--- config.mk ---
export PLATFORM = sky130hd
export DESIGN_NAME = cart_bank_mapper_flat
export DESIGN_NICKNAME = d
export VERILOG_FILES = /design/src/rtl/cart_bank_mapper_if.sv /design/src/rtl/cart_bank_mapper.sv /design/src/flat_wrapper.sv
export SDC_FILE = /design/constraint.sdc
export NUM_CORES = 1
export LEC_CHECK = 0
export ABC_CLOCK_PERIOD_IN_PS = 4500
export BUFFER_PORTS_ARGS = -buffer_cell sky130_fd_sc_hd__buf_2
export CORE_ASPECT_RATIO = 0.6
export CORE_MARGIN = 8
export CORE_UTILIZATION = 51
export CTS_CLUSTER_SIZE = 16
export DETAILED_ROUTE_END_ITERATION = 8
export PLACE_DENSITY = 0.85
export SETUP_SLACK_MARGIN = 0.02
export SLEW_MARGIN = 15
export SYNTH_ARGS = -nofsm -noshare
export SYNTH_HDL_FRONTEND = slang
export SYNTH_SLANG_ARGS = --single-unit
--- constraint.sdc ---
create_clock -name clk -period 4.5 [get_ports clk]
set_clock_uncertainty 0.05 [all_clocks]
set_input_delay 1.35 -clock clk [delete_from_list [all_inputs] [get_ports clk]]
set_output_delay 1.35 -clock clk [all_outputs]
set_load 0.01 [all_outputs]
--- src/rtl/cart_bank_mapper_if.sv ---
// CPU-side and ROM/SRAM-store signals of the cartridge bank mapper.
// The master modport is the CPU/store side and the slave modport is the mapper.
interface cart_bank_mapper_if #(
  parameter int ROM_AW  = 25,
  parameter int SRAM_AW = 13
);
  logic [15:0]         addr;
  logic [7:0]          d_from_cpu;
  logic                wr;
  logic                rd;
  logic                cs;
  logic [2:0]          mode;
  logic [ROM_AW-1:0]   rom_size;
  logic [ROM_AW-1:0]   ram_addr;
  logic                ram_rd;
  logic                ram_ready;
  logic [7:0]          ram_dout;
  logic [SRAM_AW-1:0]  sram_addr;
  logic                sram_we;
  logic [7:0]          sram_q;
  logic [7:0]          d_to_cpu;
  logic                wait_n;

  modport master (
    output addr, d_from_cpu, wr, rd, cs, mode, rom_size, ram_ready, ram_dout, sram_q,
    input  ram_addr, ram_rd, sram_addr, sram_we, d_to_cpu, wait_n
  );

  modport slave (
    input  addr, d_from_cpu, wr, rd, cs, mode, rom_size, ram_ready, ram_dout, sram_q,
    output ram_addr, ram_rd, sram_addr, sram_we, d_to_cpu, wait_n
  );
endinterface

--- src/rtl/cart_bank_mapper.sv ---
// Run-time selectable MSX cartridge mapper (plain/Konami/SCC/ASCII8/ASCII16):
// bank-register decode, ROM address translation, SRAM windows and wait-state reads.
module cart_bank_mapper #(
    parameter int ROM_AW  = 25,
    parameter int BANK_W  = 8,
    parameter int SRAM_AW = 13
) (
    input logic               clk,
    input logic               reset_n,
    cart_bank_mapper_if.slave bus
);
    typedef enum logic [2:0] {
        M_PLAIN   = 3'd0,
        M_KONAMI  = 3'd1,
        M_SCC     = 3'd2,
        M_ASCII8  = 3'd3,
        M_ASCII16 = 3'd4
    } mode_e;

    typedef enum logic [1:0] {
        S_IDLE,
        S_REQ,
        S_WAIT,
        S_HOLD
    } state_e;

    logic [BANK_W-1:0] r_bank [4];
    logic [2:0]        r_mode_q;
    logic              r_wr_q;
    logic              r_sram_we;
    state_e            r_state;
    logic              r_ram_rd;
    logic              r_wait_n;
    logic [7:0]        r_data;

    mode_e             w_mode;
    logic              w_wr_edge;
    logic [2:0]        w_page;
    logic              w_in_win;
    logic [1:0]        w_win;
    logic [BANK_W-1:0] w_bank;
    logic              w_hit;
    logic              w_sram;
    logic              w_rom_hit;
    logic              w_bsel_v;
    logic [1:0]        w_bsel;
    logic [ROM_AW-1:0] w_raw_addr;

    assign w_mode    = (r_mode_q > 3'd4) ? M_PLAIN : mode_e'(r_mode_q);
    assign w_wr_edge = bus.cs & bus.wr & ~r_wr_q;
    assign w_page    = bus.addr[15:13];
    assign w_in_win  = (w_page >= 3'd2) && (w_page <= 3'd5);
    assign w_win     = 2'(w_page - 3'd2);

    always_comb begin
        w_bank = r_bank[w_win];
        if (w_mode == M_ASCII16) begin
            w_bank = w_win[1] ? r_bank[2] : r_bank[0];
        end
    end

    assign w_hit     = (w_mode == M_PLAIN) | w_in_win;
    assign w_sram    = ((w_mode == M_ASCII8) | (w_mode == M_ASCII16)) & w_in_win & w_bank[BANK_W-1];
    assign w_rom_hit = w_hit & ~w_sram;

    always_comb begin
        case (w_mode)
            M_PLAIN:   w_raw_addr = ROM_AW'(bus.addr);
            M_ASCII16: w_raw_addr = ROM_AW'({w_bank[BANK_W-2:0], bus.addr[13:0]});
            default:   w_raw_addr = ROM_AW'({w_bank[BANK_W-2:0], bus.addr[12:0]});
        endcase
    end

    assign bus.ram_addr  = w_raw_addr & (bus.rom_size - ROM_AW'(1));
    assign bus.sram_addr = bus.addr[SRAM_AW-1:0];
    assign bus.sram_we   = r_sram_we;
    assign bus.ram_rd    = r_ram_rd;
    assign bus.wait_n    = r_wait_n;
    assign bus.d_to_cpu  = !w_hit ? 8'hFF : (w_sram ? bus.sram_q : r_data);

    // Bank register select; SCC/ASCII decode on 2 KB slices (addr[15:11]).
    always_comb begin
        w_bsel_v = 1'b0;
        w_bsel   = '0;
        case (w_mode)
            M_KONAMI: begin
                w_bsel_v = (w_page >= 3'd3) && (w_page <= 3'd5);
                w_bsel   = w_win;
            end
            M_SCC: begin
                w_bsel_v = (bus.addr[12:11] == 2'b10) && (w_page >= 3'd2) && (w_page <= 3'd5);
                w_bsel   = w_win;
            end
            M_ASCII8: begin
                w_bsel_v = (bus.addr[15:13] == 3'b011);
                w_bsel   = bus.addr[12:11];
            end
            M_ASCII16: begin
                w_bsel_v = (bus.addr[15:13] == 3'b011) && !bus.addr[11];
                w_bsel   = {bus.addr[12], 1'b0};
            end
            default: ;
        endcase
    end

    always_ff @(posedge clk or negedge reset_n) begin
        if (!reset_n) begin
            r_bank    <= '{default: '0};
            r_mode_q  <= '0;
            r_wr_q    <= 1'b0;
            r_sram_we <= 1'b0;
        end else begin
            r_wr_q    <= bus.wr;
            r_sram_we <= w_wr_edge & w_sram & w_win[1];
            // A mode change wins over any coincident bank write.
            if (bus.mode != r_mode_q) begin
                r_mode_q <= bus.mode;
                for (int unsigned i = 0; i < 4; i++) begin
                    r_bank[i] <= ((bus.mode == 3'd1) || (bus.mode == 3'd2)) ? BANK_W'(i) : '0;
                end
            end else if (w_wr_edge && w_bsel_v) begin
                r_bank[w_bsel] <= BANK_W'(bus.d_from_cpu);
            end
        end
    end

    always_ff @(posedge clk or negedge reset_n) begin
        if (!reset_n) begin
            r_state  <= S_IDLE;
            r_ram_rd <= 1'b0;
            r_wait_n <= 1'b1;
            r_data   <= '1;
        end else begin
            case (r_state)
                S_IDLE: begin
                    if (bus.cs && bus.rd && w_rom_hit) begin
                        r_state  <= S_REQ;
                        r_ram_rd <= 1'b1;
                        r_wait_n <= 1'b0;
                    end
                end
                S_REQ: begin
                    r_state  <= S_WAIT;
                    r_ram_rd <= 1'b0;
                end
                S_WAIT: begin
                    if (bus.ram_ready) begin
                        r_state  <= S_HOLD;
                        r_data   <= bus.ram_dout;
                        r_wait_n <= 1'b1;
                    end
                end
                S_HOLD: begin
                    if (!bus.rd) begin
                        r_state <= S_IDLE;
                    end
                end
                default: r_state <= S_IDLE;
            endcase
        end
    end
endmodule

--- src/flat_wrapper.sv ---
// flat-port wrapper written by rule: the top's interface ports become plain ports
module cart_bank_mapper_flat 
#(
    parameter int ROM_AW  = 25,
    parameter int BANK_W  = 8,
    parameter int SRAM_AW = 13
)
  (clk, reset_n, bus_addr, bus_d_from_cpu, bus_wr, bus_rd, bus_cs, bus_mode, bus_rom_size, bus_ram_ready, bus_ram_dout, bus_sram_q, bus_ram_addr, bus_ram_rd, bus_sram_addr, bus_sram_we, bus_d_to_cpu, bus_wait_n);
  cart_bank_mapper_if #(.ROM_AW(ROM_AW), .SRAM_AW(SRAM_AW)) bus_i ();
  input logic clk;
  input logic reset_n;
  input wire logic [$bits(bus_i.addr)-1:0] bus_addr;
  input wire logic [$bits(bus_i.d_from_cpu)-1:0] bus_d_from_cpu;
  input wire logic [$bits(bus_i.wr)-1:0] bus_wr;
  input wire logic [$bits(bus_i.rd)-1:0] bus_rd;
  input wire logic [$bits(bus_i.cs)-1:0] bus_cs;
  input wire logic [$bits(bus_i.mode)-1:0] bus_mode;
  input wire logic [$bits(bus_i.rom_size)-1:0] bus_rom_size;
  input wire logic [$bits(bus_i.ram_ready)-1:0] bus_ram_ready;
  input wire logic [$bits(bus_i.ram_dout)-1:0] bus_ram_dout;
  input wire logic [$bits(bus_i.sram_q)-1:0] bus_sram_q;
  output wire logic [$bits(bus_i.ram_addr)-1:0] bus_ram_addr;
  output wire logic [$bits(bus_i.ram_rd)-1:0] bus_ram_rd;
  output wire logic [$bits(bus_i.sram_addr)-1:0] bus_sram_addr;
  output wire logic [$bits(bus_i.sram_we)-1:0] bus_sram_we;
  output wire logic [$bits(bus_i.d_to_cpu)-1:0] bus_d_to_cpu;
  output wire logic [$bits(bus_i.wait_n)-1:0] bus_wait_n;
  assign bus_i.addr = bus_addr;
  assign bus_i.d_from_cpu = bus_d_from_cpu;
  assign bus_i.wr = bus_wr;
  assign bus_i.rd = bus_rd;
  assign bus_i.cs = bus_cs;
  assign bus_i.mode = bus_mode;
  assign bus_i.rom_size = bus_rom_size;
  assign bus_i.ram_ready = bus_ram_ready;
  assign bus_i.ram_dout = bus_ram_dout;
  assign bus_i.sram_q = bus_sram_q;
  assign bus_ram_addr = bus_i.ram_addr;
  assign bus_ram_rd = bus_i.ram_rd;
  assign bus_sram_addr = bus_i.sram_addr;
  assign bus_sram_we = bus_i.sram_we;
  assign bus_d_to_cpu = bus_i.d_to_cpu;
  assign bus_wait_n = bus_i.wait_n;
  cart_bank_mapper #(.ROM_AW(ROM_AW), .BANK_W(BANK_W), .SRAM_AW(SRAM_AW)) u_core (.clk(clk), .reset_n(reset_n), .bus(bus_i));
endmodule
==> results by group <==
Worst setup path
  • Buf/Inv on CP: 2
  • Data arrival, critical path: 3.00 ns
  • CP Cell Sequence: buf_6, or4_4, nor4_4, nand2_2, nor4_1, xnor2_1, nor2_1, buf_2
  • Worst setup SP type: primary input
  • CP endpoint kind: output pin
  • CP required: between 3 and 4 ns
  • Worst path top cell family by delay: simple AND/OR/NAND/NOR gates
  • Critical path's largest stage delay: 0.56 ns
  • Reg-to-reg endpoint: u_core.r_bank[24]
  • R2R cell count: 6
  • Setup CP Type: primary input to output pin
  • Slowest CP cell: or4_4
  • Worst Path Max Fanout: 4
  • Worst reg2reg startpoint: u_core.r_mode_q[2]
  • Worst R2R Setup Slack: around 1.4 ns

Logic synthesis
  • Synth warn: 0
  • Mapped Area: 3510 sq um
  • Yosys top cell area share: 0.285
  • Dominant cells by area after synthesis: dfrtp_1 29%, mux2i_1 7.7%, dfstp_2 6.7%
  • Unique masters post-synth: a little under 60
  • Area leader, netlist: dfrtp_1
  • Avg Inst Size Synth: 9.27 sq um
  • Mapped Cells: between 300 and 400
  • Async SR Flop Fraction: 1.00
  • Sequential area share after synthesis: 0.352
  • Number of flops mapped to enable cells by yosys: 0
  • Ys flop type: dfrtp_1
  • Yosys reg bits: slightly below 50

Route
  • WL per Instance: between 15 and 20 um
  • Via count: 3,342
  • DRC viols: 0
  • Vias per std cell: slightly below 6
  • Final wirelength: a little over 10 mm
  • Initial DRT Pass Iterations: 5
  • WL met3: about 950 um
  • WL met1: around 4 mm
  • Post-DRT Antenna Nets: 0
  • Highest routing layer actually used: met4
  • Met2 wire len: around 5.1 mm
  • Iter 0 DRT Violations: 319

Layout
  • Fin nets: 560
  • Area of the multi-input gates: 2030 sq um
  • Design area: around 4200 sq um
  • Non-filler cells, final: between 500 and 600
  • FF/Latch Area: about 1200 sq um
  • Layout cells sized above 1: 0.356
  • Fillers: 550
  • Syn-to-layout area delta: 20.2%
  • N_diodes: 0

Global routing
  • Global-route wire length before repair: about 16 mm
  • Initial antenna violation count: 0
  • Largest net degree at the start of global routing: 34
  • Total GRT Usage: 0.208
  • Vias in the first global route: ~3,400
  • Gr ovfl total: 0

STA
  • Finish-stage setup viols: 0
  • F_max: roughly 230 MHz
  • Worst Tran Pin Value: between 1 and 1.5 ns
  • Fin crit period: 4.40 ns
  • Tcrit/Tclk final: 0.977
  • Worst setup margin: between 0.1 and 0.15 ns
  • Worst slew margin: 0.227
  • Final Hold Fails: 0
  • Unrepaired setup endpoints after global routing: true
  • Max Slew Vio Count: 0
  • Post-route setup TNS: 0 ns

Floorplan
  • Core area: about 6700 sq um
  • Starting Density: 0.526
  • Die area: 9890 sq um
  • Die X-Extent: around 120 um
  • Row count: 23
  • Boundary pin count: ~120
  • Die height: approximately 80 um

Placed design
  • Inst Count DP: 555
  • HPWL after DPL: 7.71 mm
  • GPL Wtd Cong: 0.849
  • IO buf count: approximately 110
  • Area post-placement: slightly above 4000 sq um
  • Dpl ws: -0.0263 ns

CTS
  • Clk buf depth: 2
  • Clock sinks: 49
  • Clock buffer count from CTS: 5
  • H-tree depth: 2
  • Clk Latency, worst-skew pair: between 0.2 and 0.3 ns
  • CTS tree: yes
  • Reg clk slew, reported paths: 0.06 ns
  • CTS Root Buffer Type: clkbuf_16
  • Hold_buf cts: 0

Pwr
  • Maximum vdd drop: around 0.16 mV
  • Leakage: approximately 2 nW
  • Pwr Density: 326 nW/um^2

Worst hold path
  • Hold Path Origin: u_core.r_bank[3]
  • Worst hold stages: 2
  • Hold endpoint: u_core.r_bank[3]
  • HP Class: flip-flop to flip-flop

Outcome
  • Status: finished, final reports clean

Flow run
  • Max-Cap Viols: 0
==> placed cells by master (no fill, tap or decap), types with 5 or more instances in the layout <==
cell       instances
a21oi_1           32
dfstp_2            9
nor2_1            28
and2_1            10
inv_1             10
mux2_2            11
buf_2            112
nor3_1             8
nand3_1           25
buf_4             12
xnor2_1           16
dfrtp_1           40
mux4_2             5
clkbuf_16          5
ha_1               9
nand2_1           28
mux2i_1           27
o21ai_0           19
xor2_1             8
==> layout make-up <==
type	count	share of cell area
tap	87	0.0258
inverter	10	0.00889
sequential	49	0.293
clock inverter	1	0.00178
multi-input combinational	285	0.480
timing repair buffer	126	0.159
clock buffer	7	0.0314
==> tightest hold or removal path, cell delays in order (launching register included) <==
cell,delay [ns]
dfrtp_1,0.34
mux2i_1,0.07
nor2_1,0.08
==> synthesized netlist by cell type (2+ instances only) <==
library cell and n:
nand2_1 29, a311oi_1 2, nand3b_1 3, clkbuf_1 11
nand2b_1 2, dfstp_2 9, o21ai_1 3, a211oi_1 2
nor2_1 28, o22ai_1 2, or3_1 4, nand3_1 25
buf_2 3, mux2_2 11, buf_6 4, nor3_1 9
ha_1 9, xnor2_1 16, o21a_1 2, mux2i_1 27
inv_1 10, and2_1 10, a21oi_1 32, dfrtp_1 40
buf_4 19, mux4_2 5, nor2b_1 2, xor2_1 8
nor4_1 4, o21ai_0 19
==> report_power, final <==
part | internal, mW | switching, mW
combinational | 0.200 | 0.230
sequential | 0.532 | 0.0419
clock | 0.207 | 0.166
total | 0.939 | 0.438
==> sequential cells by signal, summed over array words and instances (netlist names) <==
| register | flops |
|---|---|
| u_core.r_data | 8 |
| u_core.r_state | 2 |
| u_core.r_mode_q | 3 |
| u_core.r_wr_q | 1 |
| u_core.r_bank | 32 |
| u_core.bus.sram_we | 1 |
| u_core.bus.ram_rd | 1 |
| u_core.bus.wait_n | 1 |
==> per-layer routing <==
metal | global-route usage | vias up
li1 | - | 1521
met1 | 0.259 | 1610
met2 | 0.355 | 181
met3 | 0.0448 | 30
met4 | 0.0693 | 0
met5 | 0 | -
==> repair_timing <==
action                     CTS  global route
pin swaps                    0             2
setup buffers                0             2
gates resized for setup      4             3
setup endpoints to repair    3             3
==> logic make-up (layout without fill, tap and decap cells) <==
| family | Yosys count | count (layout) | synth area share |
|---|---|---|---|
| and+or+nand+nor | 126 | 126 | 0.183 |
| AOI/OAI and AO/OA | 77 | 77 | 0.136 |
| DFF | 49 | 49 | 0.352 |
| buffers and inverters | 48 | 144 | 0.0816 |
| muxes | 45 | 45 | 0.154 |
| xor gates and xnor gates | 24 | 24 | 0.0598 |
| adders and majority gates | 9 | 9 | 0.0321 |
| other | 1 | 4 | 0.00107 |
==> worst max path at each step <==
stage | startpoint | to | slack (ns) | cells past startpoint
2_1_floorplan | bus_rom_size[12] | bus_ram_addr[20] | 0.25 | 6
3_3_place_gp | bus_rom_size[12] | bus_ram_addr[20] | 0.02 | 8
3_5_place_dp | bus_rom_size[12] | bus_ram_addr[18] | -0.03 | 8
4_1_cts | bus_rom_size[12] | bus_ram_addr[20] | 0.1 | 8
5_1_grt | bus_rom_size[12] | bus_ram_addr[20] | -0.05 | 8
6_report | bus_rom_size[12] | bus_ram_addr[19] | 0.10 | 8
==> per-stage QoR <==
| stage | power, mW | util | hold slack, ns |
|---|---|---|---|
| floorplan | 0.851 | - | 0.434 |
| global placement | 0.981 | 0.603 | 0.451 |
| detailed placement | 1.01 | 0.603 | 0.462 |
| CTS | 1.37 | 0.627 | 0.478 |
| global route | 1.45 | 0.632 | 0.507 |
| finish | 1.38 | 0.632 | 0.471 |
(Power assumes the default switching activity.)
